==> src/rtl/inv_shift_rows_serial.sv <==
// Byte-serial AES InvShiftRows with a ping-pong pair of 16-byte banks.
// Input fills one bank while the other drains, giving one byte per clock each side.
module inv_shift_rows_serial (
  input  logic       clk,
  input  logic       rst_n,
  input  logic       in_valid,
  output logic       in_ready,
  input  logic [7:0] in_byte,
  output logic       out_valid,
  input  logic       out_ready,
  output logic [7:0] out_byte,
  output logic       out_last
);

  typedef enum logic [1:0] {StEmpty, StFilling, StFull, StDraining} bank_st_e;

  bank_st_e   st_q [2];
  bank_st_e   st_d [2];
  logic [7:0] bank_q [2][16];
  logic       wr_bank_q, wr_bank_d;
  logic       rd_bank_q, rd_bank_d;
  logic [3:0] wr_cnt_q, wr_cnt_d;
  logic [3:0] rd_cnt_q, rd_cnt_d;
  logic [1:0] full;
  logic       wr_en, rd_en;
  logic [1:0] rd_row, rd_col, src_col;
  logic [3:0] rd_addr;

  always_comb begin
    for (int i = 0; i < 2; i++) begin
      full[i] = (st_q[i] == StFull) || (st_q[i] == StDraining);
    end
  end

  assign in_ready  = ~full[wr_bank_q];
  assign out_valid = full[rd_bank_q];
  assign wr_en     = in_valid & in_ready;
  assign rd_en     = out_valid & out_ready;

  // Output byte (r, c) comes from stored column (c - r) mod 4; 2-bit subtract wraps for free.
  assign rd_row  = rd_cnt_q[1:0];
  assign rd_col  = rd_cnt_q[3:2];
  assign src_col = rd_col - rd_row;
  assign rd_addr = {src_col, rd_row};

  assign out_byte = out_valid ? bank_q[rd_bank_q][rd_addr] : 8'h00;
  assign out_last = out_valid & (rd_cnt_q == 4'd15);

  always_comb begin
    for (int i = 0; i < 2; i++) begin
      st_d[i] = st_q[i];
    end
    wr_bank_d = wr_bank_q;
    rd_bank_d = rd_bank_q;
    wr_cnt_d  = wr_cnt_q;
    rd_cnt_d  = rd_cnt_q;

    // Write and read always target different banks, so both updates can apply together.
    if (wr_en) begin
      wr_cnt_d = wr_cnt_q + 4'd1;
      if (st_q[wr_bank_q] == StEmpty) st_d[wr_bank_q] = StFilling;
      if (wr_cnt_q == 4'd15) begin
        st_d[wr_bank_q] = StFull;
        wr_bank_d       = ~wr_bank_q;
      end
    end

    if (rd_en) begin
      rd_cnt_d        = rd_cnt_q + 4'd1;
      st_d[rd_bank_q] = StDraining;
      if (rd_cnt_q == 4'd15) begin
        st_d[rd_bank_q] = StEmpty;
        rd_bank_d       = ~rd_bank_q;
      end
    end
  end

  always_ff @(posedge clk) begin
    if (!rst_n) begin
      for (int i = 0; i < 2; i++) begin
        st_q[i] <= StEmpty;
      end
      wr_bank_q <= 1'b0;
      rd_bank_q <= 1'b0;
      wr_cnt_q  <= 4'd0;
      rd_cnt_q  <= 4'd0;
    end else begin
      for (int i = 0; i < 2; i++) begin
        st_q[i] <= st_d[i];
      end
      wr_bank_q <= wr_bank_d;
      rd_bank_q <= rd_bank_d;
      wr_cnt_q  <= wr_cnt_d;
      rd_cnt_q  <= rd_cnt_d;
    end
  end

  // Storage needs no reset; only the control state decides what is valid.
  always_ff @(posedge clk) begin
    if (wr_en) bank_q[wr_bank_q][wr_cnt_q] <= in_byte;
  end

endmodule

==> config.mk <==
export PLATFORM = sky130hd
export DESIGN_NAME = inv_shift_rows_serial
export DESIGN_NICKNAME = d
export VERILOG_FILES = /design/src/rtl/inv_shift_rows_serial.sv
export SDC_FILE = /design/constraint.sdc
export NUM_CORES = 1
export LEC_CHECK = 0
export CORE_MARGIN = 2
export CORE_UTILIZATION = 39
export DETAILED_ROUTE_END_ITERATION = 7
export GPL_TIMING_DRIVEN = 0
export HOLD_SLACK_MARGIN = 0.03
export MAX_ROUTING_LAYER = met4
export SLEW_MARGIN = 20
export SYNTH_ARGS = -nofsm -noshare
export SYNTH_HDL_FRONTEND = slang
export SYNTH_SLANG_ARGS = --single-unit
export TNS_END_PERCENT = 10
==> constraint.sdc <==
create_clock -name clk -period 5.76 [get_ports clk]
set_clock_uncertainty 0.05 [all_clocks]
set_input_delay 1.152 -clock clk [delete_from_list [all_inputs] [get_ports clk]]
set_output_delay 1.152 -clock clk [all_outputs]
set_load 0.005 [all_outputs]
==> flow_summary_export.csv, run 1 <==
group,metric,value,unit
grt,grt_util_met1,23.0,%
critical_path,slowest_delay,0.63,ns
yosys,yosys_warnings,0,
pwr,peakVddDrop,252,uV
critical_path,worst_path_most_repeated_cell,"buf_2",
routing,vias_per_cell,5.32,
clocking,cts.clk_slew.worst_paths,0.06,ns
final_layout,most-common-layout-cells,"256 x edfxtp_1, 50 x mux4_2, 49 x nor2_1",
yosys,synth_edf_count,256,
yosys,yosysTopAreaCell,"edfxtp_1",
clocking,clk_latency,0.53,ns
grt,busiest_layer,"met2",
grt,grt_pass1_wl,34700,um
critical_path,endpoint_kind,"output port",
final_layout,drive_gt1_share,20.9,%
final_layout,syn_to_final_growth,14.1,%
placed_design,place_congestion,0.884,
grt,use_met3,3.17,%
routing,avgRoutedWirePerCell,23.0,um
final_layout,final_common_cell,"edfxtp_1",
pwr,clkPwrFrac,43.4,%
clocking,cts_setup_buffers,0,
routing,drt_pass1_iterations,5,
sta,finalCritPeriodShare,84.0,%
pwr,internal_power,3.18,mW
yosys,synthArstFlopShare,0,%
final_layout,multiInputGateArea,0.00260,mm2
yosys,syn_avg_cell_area,19.0,um2
sta,timing.hold.ws,0.511,ns
critical_path,cp.buffers_inverters,5,
clocking,htree_levels,1,
placed_design,portBuffers,22,
pwr,comb_power_share,1.9,%
floorplanning,die_w,171,um
yosys,yosysTopAreaCellShare,71.1,%
critical_path,cp.required,4.56,ns
routing,ant_nets,0,
yosys,synthDistinctLibCells,43,
pwr,power,3.94,mW
sta,finalSetupTns,0,ns
critical_path,worstSetupPathType,"flip-flop to output port",
clocking,cts_made_buffers,28,
sta,post-route-min-period,4.84,ns
grt,antenna_found_initial,1,
grt,grt_remaining_overflow,0,
critical_path,critPathMaxFanout,10,
floorplanning,io_pins,23,
yosys,synthTopCellsByArea,"edfxtp_1 71%, mux4_2 10%, mux2i_1 3.8%",
sta,worst_slew_pin_slew,1.02,ns
grt,grt_max_degree,33,
floorplanning,initial_core_util,39.9,%
critical_path,path_delay_family,"buffers and inverters",
pwr,p_switching,766,uW
sta,hold_viol,0,
sta,rsz0062_at_grt,"false",
pwr,cellLeakagePower,3.80,nW
yosys,synthCells,569,
floorplanning,dieArea,0.0291,mm2
yosys,synth_seq_cells,269,
critical_path,slowest_stage,"a221oi_1",
sta,timing.fmax,207,MHz
grt,grt_pass1_vias,5640,
critical_path,crit_chain,"inv_1 > ha_1 > buf_2 > buf_6 > buf_2 > mux2i_1 > a221oi_1 > o31a_1 > clkdlybuf4s50_1",
clocking,tritoncts,"built",
yosys,synth_area,0.0108,mm2
placed_design,hpwlAfterDp,15300,um
grt,grt_use_total,16.9,%
clocking,cts.sinks,269,
routing,post-route-drc-count,0,
critical_path,critical_path.startpoint_type,"flip-flop",
floorplanning,core_area,0.0271,mm2
routing,drt_iter0_drc,661,
pwr,p_seq_share,54.7,%
final_layout,fillers,2300,
final_layout,nets,639,
floorplanning,die_h,171,um
grt,met2_usage,26.4,%
clocking,clockBufferDepth,3,
sta,slew_headroom,30.3,%
outcome,status,"complete, no violations",
clocking,cts_hold_buf,0,
floorplanning,rows,60,
critical_path,arrival,3.64,ns
sta,finalSetupViolations,0,
pwr,p_sw_share,19.4,%
final_layout,seqCellArea,0.00795,mm2
yosys,synth_ff_type,"edfxtp_1",
sta,drv_slew,0,
pwr,power_density,320,mW/mm2
run,max-cap-violations,0,
clocking,cts_root_buffer,"clkbuf_16",
min_path,hp-class,"flip-flop to flip-flop",
routing,dr_total_vias,5398,
clocking,cts_resized,0,
yosys,syn-num-nets,587,
routing,wl,23400,um
yosys,synth-seq-area-share,73.5,%
## cells by family after synthesis
kind of cell,count (synthesis),share of synthesized area [%]
flops,269,73.5
buf+inv,39,2.43
xor+xnor,10,0.949
compound gates,49,3.37
simple gates,96,3.91
fa+ha+maj,6,0.694
mux,100,15.1
## through the flow
step                utilization [%]  std cells  cell area [um2]  setup WS, ns
global route                   45.5       1015            12300         0.772
global placement               42.4        963            11500          1.52
CTS                            45.6       1014            12400         0.937
floorplan                         -        569            10800          2.85
detailed placement             42.4        963            11500          1.51
finish                         45.5       1015            12300         0.923
## worst min-delay path, stage by stage, from the launching register on
cell     delay (ns)
dfxtp_1        0.32
nand4_1        0.08
xor2_1         0.06
nor2_1         0.07
## worst paths after layout
path                         endpoint  cells after the start  slack, ns                     start
max reg2reg   bank_q[1][25]$_DFFE_PP_                      5       2.95    wr_bank_q$_SDFFE_PN0P_
min          rd_cnt_q[3]$_SDFFE_PN0P_                      3       0.51  rd_cnt_q[2]$_SDFFE_PN0P_
max                       out_byte[3]                      9       0.92  rd_cnt_q[2]$_SDFFE_PN0P_
min reg2reg  rd_cnt_q[3]$_SDFFE_PN0P_                      3       0.51  rd_cnt_q[2]$_SDFFE_PN0P_
## layout make-up
type,count,share of cell area (%)
Multi-Input combinational cell,261,21.1
Sequential cell,269,64.4
Timing Repair Buffer,22,1.46
Inverter,9,0.274
Buffer,30,1.86
Tap cell,372,3.77
Clock inverter,16,1.03
Clock buffer,35,6.06
Antenna cell,1,0.0203
## synthesized netlist by cell type, drive strengths merged, types with 7 or more instances
library cell and number:
buf 24, mux4 50, mux2 9, a21oi 11, edfxtp 256, mux2i 41, nand2 21, inv 9
nor2 49, dfxtp 13, nand3 7
## power groups by stage
stage,clock network [mW],registers (mW),logic (mW)
after floorplan,0,2.20,0.0262
after global placement,0,2.20,0.0743
after detailed placement,0,2.20,0.0757
after CTS,1.74,2.16,0.0763
after global routing,1.83,2.16,0.0792
final,1.71,2.16,0.0735
## layer usage
layer  wire [um]  vias to the layer above
met5           0                        -
met4         580                        0
met3        1320                       48
met2       11300                      177
met1       10200                     2785
li1            -                     2388
## sequential cells by signal, summed over array words and instances (netlist names), named ones only
register,flops
bank_q,256
wr_cnt_q,4
rd_cnt_q,4
st_q,2
wr_bank_q,1
rd_bank_q,1
(Power assumes the default switching activity.)
==> run 2, diff against run 1 <==
==> constraint.sdc (replaced) <==
create_clock -name clk -period 3.9 [get_ports clk]
set_clock_uncertainty 0.05 [all_clocks]
set_input_delay 0.78 -clock clk [delete_from_list [all_inputs] [get_ports clk]]
set_output_delay 0.78 -clock clk [all_outputs]
set_load 0.005 [all_outputs]
==> flow_summary_export.csv, run 2 (synthesized netlist as in run 1, its figures left out) <==
group,metric,value,unit
outcome,status,"complete, no violations",
critical_path,critical_path.startpoint_type,"flip-flop",
sta,hold_viol,0,
placed_design,place_area,0.0115,mm2
routing,post-route-drc-count,0,
final_layout,final_common_cell,"edfxtp_1",
final_layout,top_regs,"bank_q x256, rd_cnt_q x4, wr_cnt_q x4",
sta,timing.fmax,260,MHz
final_layout,fillers,2294,
sta,finalSetupViolations,0,
final_layout,fin_area,0.0124,mm2
grt,grt_use_total,17.0,%
critical_path,cp.required,3.07,ns
critical_path,worstSetupPathType,"flip-flop to output port",
sta,post-route-min-period,3.85,ns
clocking,htree_levels,1,
sta,finalCritPeriodShare,98.8,%
final_layout,syn_to_final_growth,15.1,%
routing,avgRoutedWirePerCell,23.0,um
critical_path,crit-reg2reg-launch,"wr_bank_q$_SDFFE_PN0P_",
floorplanning,die_w,171,um
final_layout,seqCellArea,0.00795,mm2
sta,slew_headroom,33.1,%
final_layout,drive_gt1_share,22.8,%
clocking,cts.sinks,269,
floorplanning,initial_core_util,39.9,%
floorplanning,rows,60,
critical_path,arrival,3.02,ns
grt,grt_remaining_overflow,0,
clocking,clockBufferDepth,3,
clocking,cts_root_buffer,"clkbuf_16",
final_layout,nets,641,
grt,grt_max_degree,33,
clocking,cts_hold_buf,0,
clocking,cts_made_buffers,28,
sta,drv_slew,0,
run,max-cap-violations,0,
sta,rsz0062_at_grt,"false",
final_layout,most-common-layout-cells,"256 x edfxtp_1, 50 x mux4_2, 49 x nor2_1",
final_layout,largest_register,"bank_q",
floorplanning,core_area,0.0271,mm2
floorplanning,die_h,171,um
critical_path,endpoint_kind,"output port",
clocking,cts.clk_slew.worst_paths,0.06,ns
placed_design,portBuffers,22,
pwr,cellLeakagePower,3.85,nW
placed_design,post-place-cells,963,
grt,grt_pass1_wl,34900,um
final_layout,largest_reg_flops,256,
placed_design,place_congestion,0.884,
routing,wl,23300,um
sta,worst_slew_pin_slew,1.00,ns
routing,drt_iter0_drc,597,
floorplanning,io_pins,23,
min_path,hp-start,"rd_cnt_q[2]$_SDFFE_PN0P_",
floorplanning,dieArea,0.0291,mm2
final_layout,fin_cells,1016,
min_path,hp-class,"flip-flop to flip-flop",
final_layout,multiInputGateArea,0.00267,mm2
clocking,tritoncts,"built",
routing,drt_pass1_iterations,5,
grt,antenna_found_initial,1,
placed_design,hpwlAfterDp,15300,um
routing,vias_per_cell,5.33,
critical_path,critPathMaxFanout,10,
routing,ant_nets,0,
pwr,power,5.83,mW
critical_path,startpoint,"rd_cnt_q[1]$_SDFFE_PN0P_",
grt,grt_pass1_vias,5642,
pwr,peakVddDrop,373,uV
final_layout,antennaDiodeCount,0,
sta,timing.hold.ws,0.515,ns
pwr,power_density,468,mW/mm2
clocking,clk_latency,0.53,ns
routing,dr_total_vias,5412,
[run 2: cell count changes in the layout (fill, tap and decap cells not counted), sizes merged]
cell           change
dlygate4sd2        +2
diode              -1
clkbuf             +2
clkdlybuf4s50      -2
[run 2: power by group]
group,internal [mW],switching [mW],leakage (nW)
clock network,1.49,1.04,0.425
logic,0.0265,0.0841,1.01
registers,3.18,0.00589,2.41
total,4.69,1.13,3.85
[run 2: per-layer routing]
layer / track usage (%) / up-vias / wire, um / share of wire (%)
li1: - / 2388 / - / -
met1: 23.4 / 2807 / 10300 / 44
met2: 26.8 / 173 / 11300 / 48
met3: 2.66 / 44 / 1200 / 5.2
met4: 4.27 / 0 / 559 / 2.4
met5: - / - / 0 / 0
[run 2: worst paths after layout]
path / to / slack, ns / cells past startpoint
setup / recovery: out_byte[7] / 0.05 / 7
hold / removal: rd_cnt_q[3]$_SDFFE_PN0P_ / 0.51 / 3
setup reg to reg: bank_q[1][41]$_DFFE_PP_ / 1.03 / 5
hold reg to reg: rd_cnt_q[3]$_SDFFE_PN0P_ / 0.51 / 3
[run 2: area by class of cell]
cell class	instances	share of cell area, %
buffer	30	2.13
inverter	9	0.271
multi-input combinational	261	21.4
clock buffer	35	6.01
sequential	269	63.8
tap	372	3.74
timing repair buffer	24	1.55
clock inverter	16	1.03
[run 2: metrics by stage]
step                setup TNS (ns)  setup WS (ns)  util, %
global placement                 0         0.0301     42.4
finish                           0         0.0470     45.9
global route                     0        0.00774     45.9
detailed placement               0         0.0203     42.4
floorplan                        0           1.36        -
CTS                        -0.0186        -0.0186     45.9
[run 2: what timing repair did]
| action | in CTS | in global routing |
|---|---|---|
| setup buffers | 0 | 2 |
| pin swaps | 4 | 2 |
| resized for setup | 19 | 6 |
| endpoints found under the setup margin | 8 | 6 |
[run 2: worst max-delay path: stages (launching register included)]
cell and delay (ns):
dfxtp_1 0.38, clkbuf_4 0.26, buf_4 0.25, mux4_2 0.23, mux2i_1 0.14, a221oi_2 0.48
o31a_1 0.24, clkdlybuf4s50_1 0.50
==> run 3, diff against run 2 <==
--- a/config.mk
+++ b/config.mk
@@ -5,12 +5,15 @@
 export SDC_FILE = /design/constraint.sdc
 export NUM_CORES = 1
 export LEC_CHECK = 0
+export ABC_CLOCK_PERIOD_IN_PS = 3900
 export CORE_MARGIN = 2
-export CORE_UTILIZATION = 39
+export CORE_UTILIZATION = 56
+export CTS_CLUSTER_DIAMETER = 120
 export DETAILED_ROUTE_END_ITERATION = 7
 export GPL_TIMING_DRIVEN = 0
 export HOLD_SLACK_MARGIN = 0.03
 export MAX_ROUTING_LAYER = met4
+export PLACE_DENSITY = 0.76
 export SLEW_MARGIN = 20
 export SYNTH_ARGS = -nofsm -noshare
 export SYNTH_HDL_FRONTEND = slang
==> flow_summary_export.csv, run 3 (synthesized netlist as in run 1, its figures left out) <==
group,metric,value,unit
critical_path,cp.required,3.07,ns
final_layout,final_common_cell,"edfxtp_1",
grt,busiest_layer,"met2",
routing,vias_per_cell,6.11,
sta,finalSetupViolations,0,
floorplanning,dieArea,0.0204,mm2
run,max-cap-violations,0,
grt,use_met3,4.76,%
sta,timing.fmax,259,MHz
clocking,cts.clk_slew.worst_paths,0.07,ns
clocking,clk_latency,0.54,ns
pwr,power_density,488,mW/mm2
floorplanning,core_area,0.0188,mm2
final_layout,drive_gt1_share,22.9,%
sta,post-route-min-period,3.86,ns
critical_path,arrival,3.03,ns
grt,grt_use_total,23.9,%
grt,grt_pass1_wl,34000,um
floorplanning,io_pins,23,
critical_path,crit_chain,"inv_1 > ha_1 > buf_6 > buf_12 > mux4_2 > mux2i_1 > a221oi_2 > o31a_1 > clkdlybuf4s50_1",
placed_design,post-place-cells,851,
routing,wl,23000,um
placed_design,place_area,0.0114,mm2
routing,dr_total_vias,5502,
clocking,cts.sinks,269,
floorplanning,die_h,143,um
placed_design,place_ws,0.150,ns
grt,met2_usage,38.4,%
clocking,htree_levels,1,
final_layout,syn_to_final_growth,14.1,%
routing,ant_nets,0,
sta,hold_viol,0,
critical_path,worstSetupPathType,"flip-flop to output port",
pwr,cellLeakagePower,3.90,nW
grt,antenna_found_initial,0,
final_layout,most-common-layout-cells,"256 x edfxtp_1, 50 x mux4_2, 49 x nor2_1",
floorplanning,die_w,143,um
critical_path,critPathMaxFanout,10,
final_layout,utilization,65.5,%
sta,drv_slew,0,
placed_design,place_congestion,0.939,
final_layout,largest_reg_flops,256,
grt,grt_util_met1,31.2,%
sta,finalCritPeriodShare,99.1,%
critical_path,critical_path.startpoint_type,"flip-flop",
clocking,clockBufferDepth,3,
final_layout,fin_cells,901,
sta,slew_headroom,34.0,%
routing,post-route-drc-count,0,
clocking,tritoncts,"built",
grt,grt_pass1_vias,5663,
routing,drt_pass1_iterations,5,
final_layout,fin_area,0.0123,mm2
final_layout,largest_register,"bank_q",
routing,drt_iter0_drc,548,
grt,grt_max_degree,33,
outcome,status,"complete, no violations",
final_layout,antennaDiodeCount,0,
critical_path,endpoint_kind,"output port",
clocking,cts_root_buffer,"clkbuf_16",
critical_path,slowest_delay,0.52,ns
placed_design,portBuffers,22,
min_path,hp-class,"flip-flop to flip-flop",
sta,timing.hold.ws,0.504,ns
floorplanning,rows,50,
grt,grt_remaining_overflow,0,
critical_path,slowest_stage,"clkdlybuf4s50_1",
routing,avgRoutedWirePerCell,25.5,um
placed_design,hpwlAfterDp,14300,um
sta,rsz0062_at_grt,"true",
final_layout,nets,639,
pwr,peakVddDrop,420,uV
sta,worst_slew_pin_slew,0.986,ns
clocking,cts_made_buffers,27,
clocking,cts_hold_buf,0,
final_layout,top_regs,"bank_q x256, rd_cnt_q x4, wr_cnt_q x4",
floorplanning,initial_core_util,57.4,%
sta,worst_slack,0.0360,ns
==> run 3: changes by cell type in the layout (fill, tap and decap cells not counted), sizes merged <==
cell	delta
dlygate4sd2	-2
buf	-1
clkinv	-6
dlymetal6s2s	+2
bufinv	+4
==> run 3: where the power goes <==
group	switching [mW]	internal, mW	total (mW)	leakage [nW]
combinational	0.0808	0.0260	0.107	1.04
sequential	0.00670	3.18	3.19	2.41
clock	1.05	1.67	2.73	0.453
total	1.14	4.88	6.02	3.90
==> run 3: path summary, 6_finish.rpt <==
kind / depth (start not counted) / endpoint / start / slack (ns)
worst max-delay path: 9 / out_byte[5] / rd_cnt_q[2]$_SDFFE_PN0P_ / 0.04
worst min-delay path: 2 / wr_cnt_q[1]$_SDFFE_PN0N_ / wr_cnt_q[1]$_SDFFE_PN0N_ / 0.50
worst max register to register: 5 / bank_q[0][78]$_DFFE_PP_ / wr_bank_q$_SDFFE_PN0P_ / 1.09
worst min register to register: 2 / wr_cnt_q[1]$_SDFFE_PN0N_ / wr_cnt_q[1]$_SDFFE_PN0N_ / 0.50
==> run 3: worst max-delay path, delay by kind of cell (launching register included) <==
family,cells,cell delay (ns)
buffers and inverters,4,0.90
AOI/OAI and AO/OA,2,0.61
DFF,1,0.34
muxes,2,0.34
adders and majority gates,1,0.29
==> run 3: repair_timing <==
action / in CTS / in global routing
cloned: 0 / 0
endpoints found under the setup margin: 7 / 8
buffers inserted: 0 / 1
gates resized for setup: 14 / 8
pin swaps: 2 / 3
==> run 3: cell type report <==
| class | count | area [um2] |
|---|---|---|
| multi-input cells | 261 | 2640 |
| repair buffers | 23 | 193 |
| well taps | 260 | 325 |
| flip-flops and latches | 269 | 7950 |
| inverters | 9 | 33.8 |
| clock buffers | 35 | 706 |
| plain buffers | 30 | 269 |
| fillers | 1230 | 6490 |
| clock inverters | 14 | 225 |
==> run 3: per-stage QoR <==
stage	total power, mW	setup TNS [ns]
floorplan	3.28	0
CTS	6.05	0
finish	6.02	0
global route	6.16	-0.0469
global placement	3.35	0
detailed placement	3.36	0
==> run 3: layer usage <==
layer | vias up | share of wire [%]
met5 | - | 0
met4 | 0 | 3.3
met3 | 57 | 7.3
met2 | 222 | 49
met1 | 2837 | 40
li1 | 2386 | -
